### src/rtl/ahb_arb_pkg.sv
// Shared htrans encodings, arbiter state type and ID-width helper for the AHB bus arbiter.
package ahb_arb_pkg;

  localparam logic [1:0] HTRANS_IDLE   = 2'b00;
  localparam logic [1:0] HTRANS_BUSY   = 2'b01;
  localparam logic [1:0] HTRANS_NONSEQ = 2'b10;
  localparam logic [1:0] HTRANS_SEQ    = 2'b11;

  typedef enum logic [1:0] {
    ARB_PARK = 2'd0,
    ARB_OWN  = 2'd1,
    ARB_LOCK = 2'd2
  } arb_state_e;

  function automatic int clog2_min1(input int n);
    return (n < 2) ? 1 : $clog2(n);
  endfunction

endpackage

### src/rtl/ahb_rr_picker.sv
// Combinational round-robin picker: nearest eligible index above rr_ptr, wrapping, so rr_ptr itself is chosen last.
module ahb_rr_picker
  import ahb_arb_pkg::*;
#(
  parameter int N  = 4,
  parameter int IW = clog2_min1(N)
) (
  input  logic [N-1:0]  eligible,
  input  logic [IW-1:0] rr_ptr,
  output logic [IW-1:0] pick,
  output logic          pick_valid
);

  logic [IW-1:0] idx;

  always_comb begin
    pick       = '0;
    pick_valid = 1'b0;
    idx        = '0;
    // Walk from the farthest offset to the nearest so the nearest eligible index wins.
    for (int off = N; off >= 1; off--) begin
      idx = IW'((int'(rr_ptr) + off) % N);
      if (eligible[idx]) begin
        pick       = idx;
        pick_valid = 1'b1;
      end
    end
  end

endmodule

### src/rtl/ahb_bus_arbiter.sv
// Round-robin AHB arbiter with SPLIT masking; grant registers one cycle after a request, IDs pipeline behind it on hready.
// hready low freezes grant/state/IDs (split_mask still updates); ARB_TENURE_LIMIT_EN caps OWN tenure at MAX_TENURE cycles.
module ahb_bus_arbiter
  import ahb_arb_pkg::*;
#(
  parameter int  NUM_MASTERS    = 4,
  parameter int  DEFAULT_MASTER = 0,
  parameter int  MAX_TENURE     = 16,
  localparam int IW             = clog2_min1(NUM_MASTERS)
) (
  input  logic                   hclk,
  input  logic                   hreset,
  input  logic [NUM_MASTERS-1:0] hbusreq,
  input  logic [NUM_MASTERS-1:0] hlock,
  input  logic [1:0]             htrans,
  input  logic                   hready,
  input  logic                   split_in,
  input  logic                   valid_aft_split_in,
  output logic [NUM_MASTERS-1:0] hgrant,
  output logic [IW-1:0]          hmaster,
  output logic [IW-1:0]          hmaster_data,
  output logic                   hmastlock,
  output logic [NUM_MASTERS-1:0] split_mask
);

  localparam logic [IW-1:0]          DEF_ID = IW'(DEFAULT_MASTER);
  localparam logic [NUM_MASTERS-1:0] ONE    = NUM_MASTERS'(1);

  if (NUM_MASTERS < 2 || NUM_MASTERS > 8 || DEFAULT_MASTER < 0 ||
      DEFAULT_MASTER >= NUM_MASTERS || MAX_TENURE < 1) begin : g_bad_params
    $error("ahb_bus_arbiter: illegal parameter combination");
  end

  arb_state_e             state;
  logic [IW-1:0]          owner;
  logic [IW-1:0]          rr_ptr;
  logic [IW-1:0]          pick;
  logic [IW-1:0]          next_owner;
  logic                   pick_valid;
  logic                   owner_ok;
  logic                   trans_active;
  logic                   lock_release;
  logic                   tenure_hit;
  logic                   rearb;
  logic [NUM_MASTERS-1:0] eligible;
  logic [NUM_MASTERS-1:0] split_nxt;

  assign eligible     = hbusreq & ~split_mask;
  assign owner_ok     = hbusreq[owner] & ~split_mask[owner];
  assign lock_release = ~hlock[owner] & ~trans_active;
  assign next_owner   = pick_valid ? pick : DEF_ID;

  ahb_rr_picker #(
    .N  (NUM_MASTERS),
    .IW (IW)
  ) u_picker (
    .eligible   (eligible),
    .rr_ptr     (rr_ptr),
    .pick       (pick),
    .pick_valid (pick_valid)
  );

  always_comb begin
    trans_active = 1'b0;
    case (htrans)
      HTRANS_NONSEQ, HTRANS_SEQ: trans_active = 1'b1;
      HTRANS_IDLE, HTRANS_BUSY:  trans_active = 1'b0;
      default:                   trans_active = 1'b0;
    endcase
  end

  // A split owner abandons even a locked sequence; otherwise LOCK only yields between bursts.
  always_comb begin
    rearb = 1'b0;
    case (state)
      ARB_PARK: rearb = 1'b1;
      ARB_OWN:  rearb = ~owner_ok | tenure_hit;
      ARB_LOCK: rearb = split_mask[owner] | (lock_release & ~owner_ok);
      default:  rearb = 1'b1;
    endcase
  end

  // Clear first, then set, so a split landing with the release is not lost.
  always_comb begin
    split_nxt = valid_aft_split_in ? '0 : split_mask;
    if (split_in) split_nxt = split_nxt | (ONE << hmaster_data);
  end

`ifdef ARB_TENURE_LIMIT_EN
  localparam logic [7:0] TENURE_LAST = 8'(MAX_TENURE - 1);
  logic [7:0] tenure_cnt;

  assign tenure_hit = (state == ARB_OWN) && (tenure_cnt == TENURE_LAST);

  always_ff @(posedge hclk) begin
    if (hreset) begin
      tenure_cnt <= '0;
    end else if (hready) begin
      if (state == ARB_OWN && !rearb)
        tenure_cnt <= (tenure_cnt == 8'hFF) ? tenure_cnt : tenure_cnt + 8'd1;
      else
        tenure_cnt <= '0;
    end
  end
`else
  assign tenure_hit = 1'b0;
`endif

  always_ff @(posedge hclk) begin
    if (hreset) begin
      state        <= ARB_PARK;
      owner        <= DEF_ID;
      hgrant       <= ONE << DEF_ID;
      rr_ptr       <= DEF_ID;
      hmaster      <= DEF_ID;
      hmaster_data <= DEF_ID;
      hmastlock    <= 1'b0;
      split_mask   <= '0;
    end else begin
      split_mask <= split_nxt;
      if (hready) begin
        hmaster      <= owner;
        hmaster_data <= hmaster;
        hmastlock    <= (state == ARB_LOCK);
        if (rearb) begin
          owner  <= next_owner;
          hgrant <= ONE << next_owner;
          rr_ptr <= next_owner;
          if (!pick_valid)      state <= ARB_PARK;
          else if (hlock[pick]) state <= ARB_LOCK;
          else                  state <= ARB_OWN;
        end else if (state == ARB_OWN && hlock[owner]) begin
          state <= ARB_LOCK;
        end else if (state == ARB_LOCK && lock_release) begin
          state <= ARB_OWN;
        end
      end
    end
  end

endmodule

### config.mk
export PLATFORM = sky130hd
export DESIGN_NAME = ahb_bus_arbiter
export DESIGN_NICKNAME = d
export VERILOG_FILES = /design/src/rtl/ahb_arb_pkg.sv /design/src/rtl/ahb_rr_picker.sv /design/src/rtl/ahb_bus_arbiter.sv
export SDC_FILE = /design/constraint.sdc
export NUM_CORES = 1
export LEC_CHECK = 0
export ABC_CLOCK_PERIOD_IN_PS = 2250
export CORE_MARGIN = 2
export CORE_UTILIZATION = 48
export CTS_CLUSTER_SIZE = 14
export DETAILED_ROUTE_END_ITERATION = 7
export PLACE_DENSITY = 0.86
export REMOVE_ABC_BUFFERS = 1
export SLEW_MARGIN = 20
export SYNTH_ARGS = -nofsm -noshare
export SYNTH_HDL_FRONTEND = slang
export SYNTH_SLANG_ARGS = --single-unit
### constraint.sdc
create_clock -name hclk -period 2.25 [get_ports hclk]
set_input_delay 0.45 -clock hclk [delete_from_list [all_inputs] [get_ports hclk]]
set_output_delay 0.45 -clock hclk [all_outputs]
set_load 0.01 [all_outputs]
==> impl_metrics.json, run 1 <==
{
  "status": "complete, no violations",
  "finalWeightedCongestion": 0.916,
  "dp_slack_ns": -0.211,
  "die_x_um": 51.4,
  "portBuffers": 26,
  "synthFlopType": "dfxtp_1",
  "cts_root_buffer": "clkbuf_4",
  "first_pass_iters": 4,
  "clock_latency_ns": 0.29,
  "synth_cell_types": 41,
  "p_sw_uw": 458,
  "ys_seq_elements": 17,
  "finalHoldViolCount": 0,
  "crit_type": "primary input to register",
  "layout-area-overhead-vs-synth_pct": 39.3,
  "synthCells": 119,
  "seqPwrFrac_pct": 31.8,
  "cts_tree": "built",
  "dieArea_um2": 2640,
  "fmax_mhz": 464,
  "peakVddDrop_mv": 0.506,
  "required_ns": 2.47,
  "wl_per_cell_um": 14.9,
  "crit_fanout": 6,
  "start_util_pct": 49.7,
  "clock_power_share_pct": 13.2,
  "avgSynthCellArea_um2": 9.06,
  "p_per_area_nw_per_um2": 828,
  "grt_start_max_net_pins": 13,
  "relSlewSlack_pct": 65.8,
  "hp-class": "register to register",
  "leakagePower_nw": 0.592,
  "tightestPinTransition_ns": 0.511,
  "core_area_um2": 2170,
  "synthesis.yosys.warnings": 0,
  "clkTransAtPathRegs_ns": 0.10,
  "synth_top_area_share_pct": 31.6,
  "synthesis.area_um2": 1080,
  "dp.cells": 183,
  "finalCriticalPeriod_ns": 2.16,
  "rsz0062_at_grt": "no",
  "grt.overflow.total": 0,
  "drt-vias-per-instance": 5.64,
  "synthArstFlopShare_pct": 0,
  "cts_num_sinks": 17,
  "arrival_ns": 2.38,
  "dieHeight_um": 51.4,
  "cts_max_path_buffers": 2,
  "layout.cells.non_filler": 188,
  "synth_edf_count": 0,
  "n_antenna_cell": 0,
  "nets": 178,
  "drive_gt1_share_pct": 23.1,
  "yosysSeqAreaShare_pct": 31.6,
  "postCtsHoldBufs": 0,
  "postRouteAntennaNets": 0,
  "finalCritPeriodShare_pct": 95.9,
  "grt_pass1_vias": 1043,
  "p_comb_share_pct": 54.9,
  "antenna_found_initial": 0,
  "cp-start-kind": "primary input",
  "drv_slew": 0,
  "fillers": 186,
  "drt_iter0_markers": 16,
  "switching_share_pct": 36.9,
  "worst_slack_ns": 0.0931,
  "grt_pass1_wl_mm": 4.67,
  "ctsHtreeMaxLevel": 1,
  "hpwl_mm": 2.26,
  "grt_use_total_pct": 23.7,
  "power.internal_uw": 785,
  "synth_most_common_cell": "dfxtp_1",
  "maxCapViolations": 0,
  "synth_area_leaders": "dfxtp_1 (32%), mux2i_1 (8.4%), nor2_1 (5.6%), mux4_2 (4.2%), a21oi_1 (3.7%)",
  "setup_viol": 0,
  "synth_top_cell_by_area": "dfxtp_1",
  "synth_commonest_cells": "dfxtp_1 (17), nor2_1 (16), mux2i_1 (9), a21oi_1 (8), inv_1 (8)",
  "vias": 1061,
  "cts_inserted_buffers": 3,
  "finalClockSkew_ns": 0.00220,
  "wirelength_mm": 2.80,
  "timing.setup.tns_ns": 0,
  "drc_errors": 0,
  "io_pins": 28,
  "worstSetupEndpointType": "register",
  "num_rows": 17
}
## layout by cell type, fill, tap and decap left out, types with 2 or more instances in the layout
cell and n:
a21oi_2 2, clkbuf_4 3, a211oi_1 2, inv_1 8, a21oi_1 7, ha_1 2
a32oi_1 2, or3_1 3, mux2i_1 9, o221ai_1 2, nor2b_1 5, mux4_2 2
nor2_1 16, nor4_1 2, dfxtp_1 16, nand2_1 7, o221a_2 2, clkdlybuf4s50_1 26
buf_4 17, nand2b_1 4
## layer usage
metal | track usage (%) | part of all wire [%] | up-vias
met5 | 0 | 0 | -
met4 | 8.77 | 1.3 | 0
met3 | 3.80 | 4.2 | 6
met2 | 44.0 | 54 | 34
met1 | 26.7 | 40 | 498
li1 | - | - | 523
## registers in the layout, summed over array words and instances, names as in the netlist
signal,flops
hgrant,4
hmaster,2
hmaster_data,2
hmastlock,1
rr_ptr,2
split_mask,4
state,2
## path summary, 6_finish.rpt
check        depth (start not counted)        end  slack (ns)       start
min                                  2  hgrant[1]        0.46   hgrant[1]
min reg2reg                          2  hgrant[1]        0.46   hgrant[1]
max reg2reg                          7   state[1]        0.23   rr_ptr[0]
max                                  6  hgrant[2]        0.09  hbusreq[3]
## cell type report
class / instances / area, um2 / share of cell area, %
flip-flops and latches: 17 / 342 / 22.7
clock buffers: 4 / 26.3 / 1.75
inverters: 8 / 30.0 / 2.00
repair buffers: 43 / 388 / 25.8
multi-input cells: 88 / 682 / 45.4
well taps: 28 / 35.0 / 2.33
## power by group through the flow
stage	sequential (mW)	combinational, mW	clock [mW]
floorplan	0.417	0.384	0
finish	0.396	0.683	0.165
detailed placement	0.402	0.652	0
global placement	0.397	0.625	0
CTS	0.396	0.656	0.171
global route	0.404	0.742	0.183
## timing repair
item / 4_1_cts / 5_1_grt
gates resized for setup: 0 / 3
setup endpoints to repair: 0 / 4
buffers inserted: 0 / 1
## critical path, cell delays in order
cell,delay [ns]
clkdlybuf4s50_1,0.45
mux4_2,0.56
o31ai_4,0.33
o21ai_4,0.11
or3_1,0.33
a21oi_2,0.15
## kinds of logic (layout without fill, tap and decap cells)
logic type | count (synthesis) | after routing | share of synthesized area [%]
AOI/OAI and AO/OA | 33 | 33 | 26.6
adders and majority gates | 2 | 2 | 2.32
buffers and inverters | 14 | 55 | 5.80
DFF | 17 | 17 | 31.6
muxes | 11 | 11 | 12.5
and+or+nand+nor | 42 | 42 | 21.2
## stage by stage
step	utilization, %	cell area (um2)	hold slack [ns]	power [mW]
floorplan	-	1050	0.470	0.801
detailed placement	67.4	1460	0.458	1.05
global placement	67.4	1460	0.438	1.02
finish	69.3	1500	0.464	1.24
CTS	68.6	1490	0.471	1.22
global route	69.3	1500	0.496	1.33
Note: power is estimated with default switching activity, not from simulation.
==> run 2, diff against run 1 <==
CORE_UTILIZATION = 50   (was 48)
DONT_BUFFER_PORTS = 1   (was not set)
PLACE_DENSITY = 0.72   (was 0.86)
==> impl_metrics.json, run 2 (synthesis gave the netlist of run 1 again) <==
{
  "final_common_cell": "dfxtp_1",
  "crit_type": "register to register",
  "leakagePower_nw": 0.434,
  "placed_cell_area_um2": 1110,
  "crit_chain": "mux4_2 -> o31ai_4 -> o21ai_4 -> or3_1 -> a21oi_1",
  "hold_start": "hreset",
  "r2r_cells": 5,
  "rr_endpoint": "hgrant[2]",
  "core_area_um2": 2000,
  "finalClockSkew_ns": 0.000667,
  "seq_area_um2": 340,
  "fmax_mhz": 484,
  "wirelength_mm": 2.25,
  "portBuffers": 0,
  "grt_start_max_net_pins": 18,
  "max_stage_delay_ns": 0.61,
  "crit_family": "multiplexers",
  "finalCritPeriodShare_pct": 91.8,
  "cts_max_path_buffers": 2,
  "cts_inserted_buffers": 3,
  "nets": 139,
  "peakVddDrop_mv": 0.456,
  "clkTransAtPathRegs_ns": 0.10,
  "num_rows": 16,
  "hp-class": "primary input to register",
  "vias": 897,
  "dieHeight_um": 50.4,
  "antenna_found_initial": 0,
  "start_util_pct": 53.9,
  "grt_pass1_vias": 900,
  "mostFrequentLayoutCells": "dfxtp_1 (17), nor2_1 (16), mux2i_1 (9)",
  "setup_viol": 0,
  "layout-area-overhead-vs-synth_pct": 5.45,
  "finish.utilization_pct": 56.8,
  "dieArea_um2": 2540,
  "clock_latency_ns": 0.29,
  "finalCriticalPeriod_ns": 2.06,
  "maxCapViolations": 0,
  "finalHoldViolCount": 0,
  "finalWeightedCongestion": 0.815,
  "ctsHtreeMaxLevel": 1,
  "drc_errors": 0,
  "r2r-start": "rr_ptr[0]",
  "r2r_slack_ns": 0.19,
  "status": "complete, no violations",
  "timing.setup.tns_ns": 0,
  "slowest_stage": "mux4_2",
  "drv_slew": 0,
  "crit_fanout": 10,
  "postCtsHoldBufs": 0,
  "final_area_um2": 1140,
  "largest_registers": "hgrant x4, split_mask x4",
  "n_antenna_cell": 0,
  "fillers": 197,
  "min_delay_path_depth": 1,
  "multi_input_area_um2": 676,
  "arrival_ns": 2.30,
  "cts_num_sinks": 17,
  "tightestPinTransition_ns": 0.476,
  "die_x_um": 50.4,
  "post_cts_resized": 0,
  "hold_end": "rr_ptr[1]",
  "first_pass_iters": 4,
  "wl_per_cell_um": 15.2,
  "drt_iter0_markers": 7,
  "rsz0062_at_grt": "no",
  "io_pins": 28,
  "grt.overflow.total": 0,
  "grt_use_total_pct": 19.6,
  "post_cts_buffers": 0,
  "relSlewSlack_pct": 68.0,
  "p_per_area_nw_per_um2": 929,
  "hpwl_mm": 1.79,
  "drive_gt1_share_pct": 18.2,
  "cp-start-kind": "register",
  "postRouteAntennaNets": 0,
  "worstSetupEndpointType": "register",
  "path_buf_inv": 0,
  "grt_pass1_wl_mm": 3.82,
  "cts_root_buffer": "clkbuf_4",
  "drt-vias-per-instance": 6.06,
  "required_ns": 2.48,
  "cts_tree": "built"
}
==> run 2: cell type report <==
class	instances	share of cell area [%]
inverters	8	2.64
well taps	27	2.97
clock buffers	3	1.98
flip-flops and latches	17	29.9
multi-input cells	88	59.4
clock inverters	1	0.440
repair buffers	4	2.64
==> run 2: worst max-delay path by stage <==
stage,startpoint,endpoint,cells past startpoint
floorplan,rr_ptr[0],hgrant[1],5
global placement,rr_ptr[0],hgrant[2],5
detailed placement,rr_ptr[0],hgrant[2],5
CTS,rr_ptr[0],hgrant[2],5
global route,split_mask[0],hgrant[1],6
finish,rr_ptr[0],hgrant[2],5
==> run 2: per-stage QoR <==
step | power [mW] | setup slack, ns | hold WS (ns) | std cells
floorplan | 0.801 | 0.188 | 0.470 | 113
finish | 1.06 | 0.185 | 0.215 | 148
global placement | 0.885 | 0.240 | 0.486 | 144
CTS | 1.07 | 0.173 | 0.202 | 148
global route | 1.14 | 0.0496 | 0.197 | 148
detailed placement | 0.902 | 0.198 | 0.488 | 144
==> run 2: worst register-to-register path: stages (launching register included) <==
cell and delay (ns):
dfxtp_1 0.46, mux4_2 0.61, o31ai_4 0.33, o21ai_4 0.15, or3_1 0.32, a21oi_1 0.13
==> run 2: report_power, final <==
group | internal [mW] | leakage (nW) | total (mW) | switching, mW
logic | 0.232 | 0.278 | 0.491 | 0.259
registers | 0.350 | 0.139 | 0.403 | 0.0530
clock network | 0.0662 | 0.0177 | 0.162 | 0.0963
==> run 2: layer usage <==
layer  global-route usage [%]  vias up  part of all wire, %
li1                         -      443                    -
met1                     23.2      425                   43
met2                     35.1       27                   50
met3                     4.46        2                  6.1
met4                     5.86        0                 0.75
met5                        0        -                    0
